### src/rtl/regfile_wb_arbiter.sv
// Purpose: round-robin arbiter that shares the register-file write port among NREQ writeback
//          requesters, plus a 32-entry pending-write scoreboard for the issue stage.
// Latency: the grant is combinational in the request cycle; wb_en/wb_addr/wb_data are registered
//          and appear one cycle after the transfer edge. Throughput is one write per cycle.
// Backpressure: valid/ready per requester; wb_hold or reset forces every req_ready low.
// Ports:
//   clock, reset               rising-edge clock, async active-high reset
//   req_valid/addr/data        packed per-requester write requests (requester i at slice i)
//   req_ready                  one-hot grant
//   wb_hold                    freezes arbitration
//   wb_en/wb_addr/wb_data      registered write port into the 5-to-32 write-select decoder
//   iss_valid/iss_addr         destination register of an issuing instruction (sets pending bit)
//   rs1/rs2_addr, rs1/rs2_busy source-register pending lookup (combinational)
//   busy_vec                   full scoreboard
module regfile_wb_arbiter #(
    parameter int NREQ   = 3,
    parameter int DATA_W = 32
) (
    input  logic                   clock,
    input  logic                   reset,
    input  logic [NREQ-1:0]        req_valid,
    input  logic [5*NREQ-1:0]      req_addr,
    input  logic [DATA_W*NREQ-1:0] req_data,
    output logic [NREQ-1:0]        req_ready,
    input  logic                   wb_hold,
    output logic                   wb_en,
    output logic [4:0]             wb_addr,
    output logic [DATA_W-1:0]      wb_data,
    input  logic                   iss_valid,
    input  logic [4:0]             iss_addr,
    input  logic [4:0]             rs1_addr,
    input  logic [4:0]             rs2_addr,
    output logic                   rs1_busy,
    output logic                   rs2_busy,
    output logic [31:0]            busy_vec
);

    localparam int PTR_W = (NREQ > 2) ? 2 : 1;

    logic [PTR_W-1:0]  rr_q, rr_d;
    logic              wb_en_q, wb_en_d;
    logic [4:0]        wb_addr_q, wb_addr_d;
    logic [DATA_W-1:0] wb_data_q, wb_data_d;
    logic [31:0]       busy_q, busy_d;

    logic [PTR_W:0]    scan_sum;
    logic [PTR_W-1:0]  scan_idx;
    logic              found;
    logic [PTR_W-1:0]  win_idx;
    logic              xfer;
    logic [4:0]        win_addr;
    logic [DATA_W-1:0] win_data;

    // Search upward from rr_q with modulo-NREQ wrap; the first valid requester wins.
    always_comb begin
        found    = 1'b0;
        win_idx  = '0;
        scan_sum = '0;
        scan_idx = '0;
        for (int k = 0; k < NREQ; k++) begin
            scan_sum = {1'b0, rr_q} + (PTR_W+1)'(k);
            scan_idx = (scan_sum >= (PTR_W+1)'(NREQ)) ? PTR_W'(scan_sum - (PTR_W+1)'(NREQ))
                                                      : PTR_W'(scan_sum);
            if (!found && req_valid[scan_idx]) begin
                found   = 1'b1;
                win_idx = scan_idx;
            end
        end
    end

    // The winner is valid by construction, so an enabled grant is always a transfer.
    // Reset gates the grant so nothing is consumed while the write port is being cleared.
    assign xfer = found & ~wb_hold & ~reset;

    always_comb begin
        req_ready = '0;
        if (xfer) begin
            req_ready[win_idx] = 1'b1;
        end
    end

    always_comb begin
        win_addr = '0;
        win_data = '0;
        for (int i = 0; i < NREQ; i++) begin
            if (win_idx == PTR_W'(i)) begin
                win_addr = req_addr[5*i +: 5];
                win_data = req_data[DATA_W*i +: DATA_W];
            end
        end
    end

    always_comb begin
        rr_d      = rr_q;
        wb_en_d   = 1'b0;
        wb_addr_d = wb_addr_q;
        wb_data_d = wb_data_q;
        busy_d    = busy_q;
        if (xfer) begin
            rr_d      = (win_idx == PTR_W'(NREQ-1)) ? '0 : win_idx + 1'b1;
            wb_en_d   = (win_addr != 5'd0);
            wb_addr_d = win_addr;
            wb_data_d = win_data;
            if (win_addr != 5'd0) begin
                busy_d[win_addr] = 1'b0;
            end
        end
        // Applied after the clear so an issue to the same register keeps it pending.
        if (iss_valid && (iss_addr != 5'd0)) begin
            busy_d[iss_addr] = 1'b1;
        end
        busy_d[0] = 1'b0;
    end

    always_ff @(posedge clock or posedge reset) begin
        if (reset) begin
            rr_q      <= '0;
            wb_en_q   <= 1'b0;
            wb_addr_q <= '0;
            wb_data_q <= '0;
            busy_q    <= '0;
        end else begin
            rr_q      <= rr_d;
            wb_en_q   <= wb_en_d;
            wb_addr_q <= wb_addr_d;
            wb_data_q <= wb_data_d;
            busy_q    <= busy_d;
        end
    end

    assign wb_en    = wb_en_q;
    assign wb_addr  = wb_addr_q;
    assign wb_data  = wb_data_q;
    assign busy_vec = busy_q;
    assign rs1_busy = busy_q[rs1_addr];
    assign rs2_busy = busy_q[rs2_addr];

endmodule

### config.mk
export PLATFORM = sky130hd
export DESIGN_NAME = regfile_wb_arbiter
export DESIGN_NICKNAME = d
export VERILOG_FILES = /design/src/rtl/regfile_wb_arbiter.sv
export SDC_FILE = /design/constraint.sdc
export NUM_CORES = 1
export LEC_CHECK = 0
export ABC_AREA = 1
export CAP_MARGIN = 20
export CORE_UTILIZATION = 40
export CTS_BUF_LIST = sky130_fd_sc_hd__clkbuf_4 sky130_fd_sc_hd__clkbuf_8
export DETAILED_ROUTE_END_ITERATION = 8
export PLACE_DENSITY = 0.89
export SLEW_MARGIN = 20
export SYNTH_ARGS = -nofsm -noshare
export SYNTH_HDL_FRONTEND = slang
export SYNTH_SLANG_ARGS = --single-unit
export TNS_END_PERCENT = 1
### constraint.sdc
create_clock -name clock -period 3.7 [get_ports clock]
set_clock_uncertainty 0.1 [all_clocks]
set_input_delay 0.74 -clock clock [delete_from_list [all_inputs] [get_ports clock]]
set_output_delay 0.74 -clock clock [all_outputs]
set_load 0.02 [all_outputs]
# Word level (Yosys, flattened, before mapping)
# Index checks and enable logic that the tools add are counted.
dict set report totals {
  reg_bits 71
  elab_cells 82
  output_inout_bits 75
  input_bits 133
}
dict set report op_classes {
  eq_ne 2
  n_mux 37
  order_cmp 14
  reduce_logical 11
  bitwise 7
  add_sub_neg 6
}
# cell n
set ops {}
lappend ops {{$mux W32} 6}
lappend ops {{$and A32 B32 Y32} 1}
lappend ops {{$not A32 Y32} 1}
lappend ops {{$or A32 B32 Y32} 1}
lappend ops {{$lt A5 B6 Y1 const B} 4}
lappend ops {{$mux W5} 3}
lappend ops {{$mux W2} 7}
lappend ops {{$lt A2 B3 Y1 const B} 4}
lappend ops {{$mux W1} 12}
lappend ops {{$bmux W1 S5} 2}
lappend ops {{$demux W1 S5} 2}
lappend ops {{$ge A5 B1 Y1 const B} 2}
lappend ops {{$reduce_bool A5 Y1} 2}
lappend ops {{$bmux W1 S2} 3}
lappend ops {{$ge A3 B2 Y1 const B} 2}
lappend ops {{$logic_and A1 B1 Y1} 6}
lappend ops {{$sub A2 B2 Y2 const B} 3}
lappend ops {{$add A2 B1 Y3 const B} 1}
lappend ops {{$add A2 B2 Y3 const B} 1}
lappend ops {{$mux W3} 1}
lappend ops {{$add A2 B1 Y2 const B} 1}
lappend ops {{$and A1 B1 Y1} 2}
lappend ops {{$demux W1 S2} 1}
lappend ops {{$eq A2 B1 Y1 const B} 1}
lappend ops {{6 further kinds} 8}

# Longest topological paths before layout
# Gate-level depths: netlist (run 1).
dict set report logic_depth {
  ltp_word 25
  depth_mapped 18
  mapped_depth_nobuf 18
}

# Least setup slack after synthesis (run 1)
# Ideal clock, no wire load.
dict set report synth_timing {
  path_type {input to output}
  startpoint {input port reset}
  endpoint {output port req_ready[0]}
  arrival_time_ps 3247
  t_required_ps 2860
  n_path_buf 1
  slack_ps -387
  cell_stages 4
  path_cell_list {inv_1 -> nand3_1 -> buf_2 -> nor3_1}
}
dict set report synth_via {
  elab_chain_cells 3
}
# element line
set synth_lines {}
lappend synth_lines {{from (decl)} 20} ;# input logic reset,
lappend synth_lines {{$not A1 Y1} 73} ;# assign xfer = found & ~wb_hold & ~reset;
lappend synth_lines {{$and A1 B1 Y1} 73}
lappend synth_lines {{$mux W3} 77} ;# if (xfer) begin
lappend synth_lines {{to (decl)} 24} ;# output logic [NREQ-1:0] req_ready,
# Every way passes these cells.

# Worst setup path after layout (run 1)
dict set report layout_timing {
  startpoint {input port req_valid[2]}
  endpoint {output port req_ready[2]}
}
dict set report layout_via {
  elab_chain_cells 14
  word_cells_on_any_way 24
  classes_between {2 x order compare; 15 x mux; 2 x bitwise; 5 x reduce/logical}
}
# element line
set layout_lines {}
lappend layout_lines {{from (decl)} 21} ;# input logic [NREQ-1:0] req_valid,
lappend layout_lines {{$bmux W1 S2} 64} ;# if (!found && req_valid[scan_idx]) begin
lappend layout_lines {{$mux W1 (implied by the code)} 64}
lappend layout_lines {{$mux W1} 64}
lappend layout_lines {{$logic_not A1 Y1} 64}
lappend layout_lines {{$logic_and A1 B1 Y1} 64}
lappend layout_lines {{$mux W1} 64}
lappend layout_lines {{$logic_not A1 Y1} 64}
lappend layout_lines {{$logic_and A1 B1 Y1} 64}
lappend layout_lines {{$mux W2} 64}
lappend layout_lines {{$lt A2 B3 Y1 (implied by the code) or $ge A2 B1 Y1 (tied branches)} 78} ;# req_ready[win_idx] = 1'b1;
lappend layout_lines {{$logic_and A1 B1 Y1 (implied by the code)} 78}
lappend layout_lines {{$mux W1 (implied by the code)} 78}
lappend layout_lines {{$demux W1 S2} 78}
lappend layout_lines {{$mux W3 *} 77}
# Mark *: on every way between the ends. The rest lies on a longest branch, timed or not. The select of a mux whose other input is x is not followed.

==> flow_summary_export.csv, run 1 <==
group,metric,value,unit
grt,grt_max_degree,72,
synthesis,synth_nets,773,
clock_network,cts_tree,"yes",
clock_network,root_buffer,"clkbuf_8",
place,port_buffers,206,
power,p_leak,3.04,nW
synthesis,muxShareOfSynthArea,0,%
sta,min_period,3.59,ns
place,dpl.cell_count,971,
sta,rsz0062_at_grt,"false",
routing,ant_nets,0,
outcome,outcome,"complete, no violations",
worst_setup_path,crit_arrival,2.75,ns
synthesis,synth_cells,636,
clock_network,cts.sinks,71,
routing,avgViaCountPerCell,5.55,
routing,drt-total-wl,15700,µm
grt,grt_pass1_vias,5348,
synthesis,synth-simple-area-share,33.0,%
grt,grt.overflow.total,0,
synthesis,yosys-top-cells-count,"nand2_1 (129), nand3_1 (85), dfrtp_1 (71)",
routing,wl_per_cell,15.9,µm
place,gp_congestion,0.908,
layout,syn2layout_area_growth,52.2,%
clock_network,cts_buffers,9,
floorplanning,io_pins,208,
floorplanning,fp.dieH,110,µm
power,p_per_area,927,nW/µm²
synthesis,synthAdderAreaFrac,1.06,%
clock_network,post_cts_buffers,0,
layout,drive_gt1_share,9.00,%
hold_path,hp-class,"reg -> reg",
clock_network,clkTransAtPathRegs,0.08,ns
synthesis,synth_edf_count,0,
synthesis,synth-seq-cells,71,
sta,max_slew_margin,52.4,%
synthesis,synth_top_family_by_area,"simple AND/OR/NAND/NOR gates",
synthesis,synth_top_area_cell,"dfrtp_1",
clock_network,clock_path_buffers,2,
worst_setup_path,crit_type,"in -> out",
sta,fin_setup_tns,0,ns
floorplanning,die-area,12200,µm²
layout,antenna_cells,0,
place,dpl_worst_slack,0.00900,ns
synthesis,synth_seq_area_share,37.8,%
place,hpwl,12100,µm
sta,worst_pin_slew,0.711,ns
worst_setup_path,worstPathRequired,2.86,ns
worst_setup_path,cp_max_fo,4,
sta,finalCritPeriodShare,97.1,%
synthesis,synth.avg_cell_area,7.39,µm²
layout,final_cells,987,
synthesis,synth_top_area_share,37.8,%
sta,max_freq,0.278,GHz
clock_network,cts_hold_buf,0,
floorplanning,die_w,110,µm
routing,drc,0,
synthesis,synth_xor_area_share,0,%
routing,drt_iter0_drc,373,
sta,hold_viol,0,
grt,track_usage,26.1,%
layout,fin_nets,976,
routing,drt_pass1_iterations,7,
grt,grt_pass1_wl,25800,µm
synthesis,synth-main-ff-cell,"dfrtp_1",
worst_setup_path,start_kind,"primary input",
synthesis,ys_warn_count,0,
synthesis,synth_cell_type_count,40,
floorplanning,coreArea,11400,µm²
clock_network,htreeDepth,3,
sta,drv_slew,0,
worst_setup_path,endpoint_kind,"primary output",
routing,dr_total_vias,5482,
synthesis,synth_area,4700,µm²
floorplanning,rows,39,
synthesis,yosysMostFrequentCell,"nand2_1",
floorplanning,initial_utilization,41.2,%
run,maxCapViolCount,0,
synthesis,synth.area.top_cells,"dfrtp_1 (38%), nand2_1 (10%), nand3_1 (9.0%)",
synthesis,async_flop_share,100,%
layout,n_fill_cell,968,
clock_network,clock_latency,0.35,ns
synthesis,synth-compound-area-share,21.0,%
sta,setup_violations,0,
power,ir_worst_vdd,0.480,mV
grt,antenna_found_initial,0,
sta,timing.final.ws_setup,0.107,ns
-- power breakdown --
part	switching, mW	internal (mW)
registers	0.368	1.16
clock network	0.302	0.406
logic	2.69	1.71
total	3.36	3.27
-- state kept, by name (all words and copies together) (netlist names) --
name      cells
wb_en         1
wb_addr       5
busy_vec     31
rr_q          2
wb_data      32
-- layout make-up --
class	count	area [µm²]	area share [%]
timing repair buffer	223	2210	30.8
sequential	71	1780	24.8
tap	143	179	2.50
clock inverter	5	81.3	1.14
inverter	43	168	2.34
multi-input combinational	491	2600	36.3
clock buffer	11	145	2.03
-- through the flow --
| step | hold slack [ns] | area, µm² | power (mW) | util [%] |
|---|---|---|---|---|
| floorplan | 0.466 | 4700 | 4.30 | - |
| global placement | 0.365 | 6920 | 5.82 | 60.6 |
| detailed placement | 0.373 | 6920 | 5.91 | 60.6 |
| CTS | 0.392 | 7150 | 6.62 | 62.6 |
| global route | 0.418 | 7150 | 7.10 | 62.6 |
| finish | 0.387 | 7150 | 6.63 | 62.6 |
-- placed cells by master (no fill, tap or decap), types with 7 or more instances in the layout --
| cell | count |
|---|---|
| nor2_1 | 61 |
| a22oi_1 | 14 |
| buf_4 | 16 |
| inv_1 | 38 |
| nand3_1 | 84 |
| a21oi_1 | 47 |
| nor3_1 | 10 |
| nor2_4 | 8 |
| nand2_4 | 10 |
| nand3_2 | 7 |
| nand2_1 | 129 |
| o21ai_0 | 47 |
| o21ai_1 | 16 |
| clkdlybuf4s50_1 | 203 |
| a31oi_1 | 13 |
| o221ai_1 | 8 |
| dfrtp_1 | 71 |
| clkbuf_8 | 10 |
-- metal layers --
layer	share of wire (%)	global-route usage (%)	vias to the layer above
li1	-	-	2590
met2	50	45.3	304
met4	4.6	15.5	0
met5	0	0	-
met1	38	29.8	2535
met3	7.4	4.72	53
-- critical path, stage by stage --
cell and delay, ns:
clkdlybuf4s50_1 0.58, nand2_1 0.10, nand2_1 0.07, nand2_1 0.09, nand2_1 0.07, nand3_1 0.18
nand2_4 0.16, inv_4 0.03, nor2_1 0.11, clkdlybuf4s50_1 0.62
-- worst paths after layout --
| check | startpoint | endpoint | slack (ns) | depth (start not counted) |
|---|---|---|---|---|
| hold / removal | wb_addr[3] | wb_addr[3] | 0.39 | 2 |
| setup reg to reg | rr_q[0] | wb_en | 0.55 | 14 |
| hold reg to reg | wb_addr[3] | wb_addr[3] | 0.39 | 2 |
| min in group asynchronous | reset | busy_vec[1] | 0.86 | 3 |
| max in group asynchronous | reset | wb_data[16] | 1.80 | 4 |
| setup / recovery | req_valid[2] | req_ready[2] | 0.11 | 10 |
-- logic make-up after synthesis --
| kind of cell | after synthesis |
|---|---|
| buffers and inverters | 74 |
| DFF | 71 |
| and+or+nand+nor | 320 |
| adders and majority gates | 4 |
| other | 1 |
| AOI/OAI and AO/OA | 166 |
-- timing repair --
action | CTS | global route
gates cloned | 0 | 0
gates resized for setup | 1 | 3
setup endpoints to repair | 1 | 2
No activity file was read; power rests on OpenSTA's default activity.
==> run 2, diff against run 1 <==
RECOVER_POWER = 25   (was default)
==> run 2 against run 1 <==
  * The run now ends with max-capacitance violations, max-slew violations left
  * Via count grew 0.42%
  * Register-to-register slack about the same
  * Final area hardly changed
  * First-iteration DRC count rose by 1.6%
  * Global-route usage unchanged
  * Hold slack better by 0.0078 ns
  * Die area unchanged
  * Maximum frequency hardly changed
  * Largest cell class unchanged
  * Highest routed layer unchanged
==> flow_summary_export.csv, run 2 (synthesis results as in run 1) <==
group,metric,value,unit
routing,dr_total_vias,5505,
sta,worst_pin_slew,2.13,ns
grt,grt_max_degree,72,
sta,drv_slew,39,
clock_network,cts.sinks,71,
worst_setup_path,r2r_slack,0.56,ns
sta,hold_viol,0,
place,hpwl,12100,µm
floorplanning,fp.dieH,110,µm
clock_network,cts_buffers,9,
worst_setup_path,timing.rr.end,"wb_en",
grt,grt_pass1_wl,25800,µm
floorplanning,initial_utilization,41.2,%
worst_setup_path,crit_arrival,2.75,ns
worst_setup_path,worstPathRequired,2.86,ns
clock_network,htreeDepth,3,
worst_setup_path,reg2reg_depth,14,
clock_network,clock_latency,0.35,ns
grt,busiest_layer,"met2",
routing,drt_pass1_iterations,5,
clock_network,clock_path_buffers,2,
floorplanning,io_pins,208,
sta,timing.final.ws_setup,0.107,ns
place,gp_congestion,0.908,
place,dpl.cell_count,971,
routing,drt-total-wl,15700,µm
sta,setup_violations,0,
power,p_per_area,928,nW/µm²
hold_path,hp-class,"reg -> reg",
worst_setup_path,start_kind,"primary input",
outcome,violations,"max-capacitance violations, max-slew violations",
routing,avgViaCountPerCell,5.58,
layout,drive_gt1_share,8.89,%
hold_path,hold-path-cell-count,2,
floorplanning,rows,39,
worst_setup_path,cp.depth,10,
worst_setup_path,crit_type,"in -> out",
clock_network,root_buffer,"clkbuf_8",
layout,syn2layout_area_growth,52.0,%
layout,final_cells,987,
floorplanning,die_w,110,µm
worst_setup_path,path_common_cell,"nand2_1",
clock_network,cts_hold_buf,0,
routing,wl_per_cell,15.9,µm
place,port_buffers,206,
place,dpl_worst_slack,0.00900,ns
sta,finalCritPeriodShare,97.1,%
run,maxCapViolCount,1,
sta,max_freq,0.278,GHz
grt,grt_pass1_vias,5348,
sta,fin_setup_tns,0,ns
floorplanning,coreArea,11400,µm²
grt,grt.overflow.total,0,
layout,final_common_cell,"clkdlybuf4s50_1",
worst_setup_path,crit_slowest_cell,"clkdlybuf4s50_1",
worst_setup_path,max_stage_delay,0.62,ns
floorplanning,die-area,12200,µm²
layout,fin_nets,976,
grt,track_usage,26.1,%
grt,met3_usage,4.72,%
clock_network,post_cts_buffers,0,
grt,grtUsageMet1,29.8,%
sta,min_period,3.59,ns
worst_setup_path,cp_max_fo,4,
worst_setup_path,reg2reg_from,"rr_q[0]",
layout,most-common-layout-cells,"clkdlybuf4s50_1 (202), nand2_1 (129), nand3_1 (84)",
sta,max_slew_margin,-41.7,%
routing,drc,0,
routing,drt_iter0_drc,379,
routing,ant_nets,0,
worst_setup_path,endpoint_kind,"primary output",
clock_network,clkTransAtPathRegs,0.08,ns
layout,n_fill_cell,971,
outcome,outcome,"finished with violations",
worst_setup_path,crit_start,"req_valid[2]",
worst_setup_path,crit_family,"buffers and inverters",
power,ir_worst_vdd,0.481,mV
worst_setup_path,crit_end,"req_ready[2]",
worst_setup_path,path_cells,"clkdlybuf4s50_1 > nand2_1 > nand2_1 > nand2_1 > nand2_1 > nand3_1 > nand2_4 > inv_4 > nor2_1 > clkdlybuf4s50_1",
grt,use_met2,45.3,%
worst_setup_path,path_buf_inv,3,
sta,rsz0062_at_grt,"false",
grt,antenna_found_initial,0,
layout,antenna_cells,0,
layout,largest_register_ffs,32,
clock_network,cts_tree,"yes",
power,p_leak,3.04,nW
==> run 2: cell count changes in the layout (fill, tap and decap cells not counted) <==
cell / change
buf_4: -1
clkinvlp_4: -1
clkdlybuf4s50_1: -1
clkbuf_1: +1
clkinvlp_2: +1
dlygate4sd3_1: +1
==> run 2: power breakdown <==
part	switching, mW	leakage, nW	internal (mW)
registers	0.369	0.855	1.16
clock network	0.302	0.113	0.406
logic	2.69	2.07	1.71
total	3.36	3.04	3.27
==> run 2: worst min path at each step <==
stage,start,endpoint,slack (ns)
detailed placement,wb_addr[3],wb_addr[3],0.37
floorplan,rr_q[1],rr_q[1],0.47
finish,wb_addr[0],wb_addr[0],0.40
global route,wb_addr[2],wb_addr[2],0.42
CTS,wb_addr[3],wb_addr[3],0.39
global placement,wb_data[20],wb_data[20],0.37
==> run 2: area by class of cell <==
cell class              count  area [µm²]  area share, %
well taps                 143         179           2.50
multi-input cells         491        2600           36.3
clock inverters             5        81.3           1.14
clock buffers              11         145           2.03
inverters                  43         165           2.31
repair buffers            223        2200           30.8
flip-flops and latches     71        1780           24.9
==> run 2: metal layers <==
metal  up-vias  part of all wire [%]
li1       2590                     -
met1      2552                    38
met2       309                    50
met3        54                   7.4
met4         0                   4.6
met5         -                     0
==> run 2: through the flow <==
step / utilization (%) / area [µm²] / hold slack [ns] / power, mW
after global placement: 60.6 / 6920 / 0.365 / 5.82
after detailed placement: 60.6 / 6920 / 0.373 / 5.91
after global routing: 62.6 / 7150 / 0.418 / 7.10
after floorplan: - / 4700 / 0.466 / 4.30
after CTS: 62.6 / 7150 / 0.392 / 6.62
final: 62.6 / 7150 / 0.395 / 6.63
==> run 2: what timing repair did <==
action	4_1_cts	5_1_grt
endpoints found under the setup margin	1	2
resized for setup	1	3
cloned	0	0
==> run 2: worst min-delay path, delay by kind of cell, from the launching register on <==
kind | cells | cell delay, ns
simple gates | 1 | 0.05
flops | 1 | 0.35
compound gates | 1 | 0.06
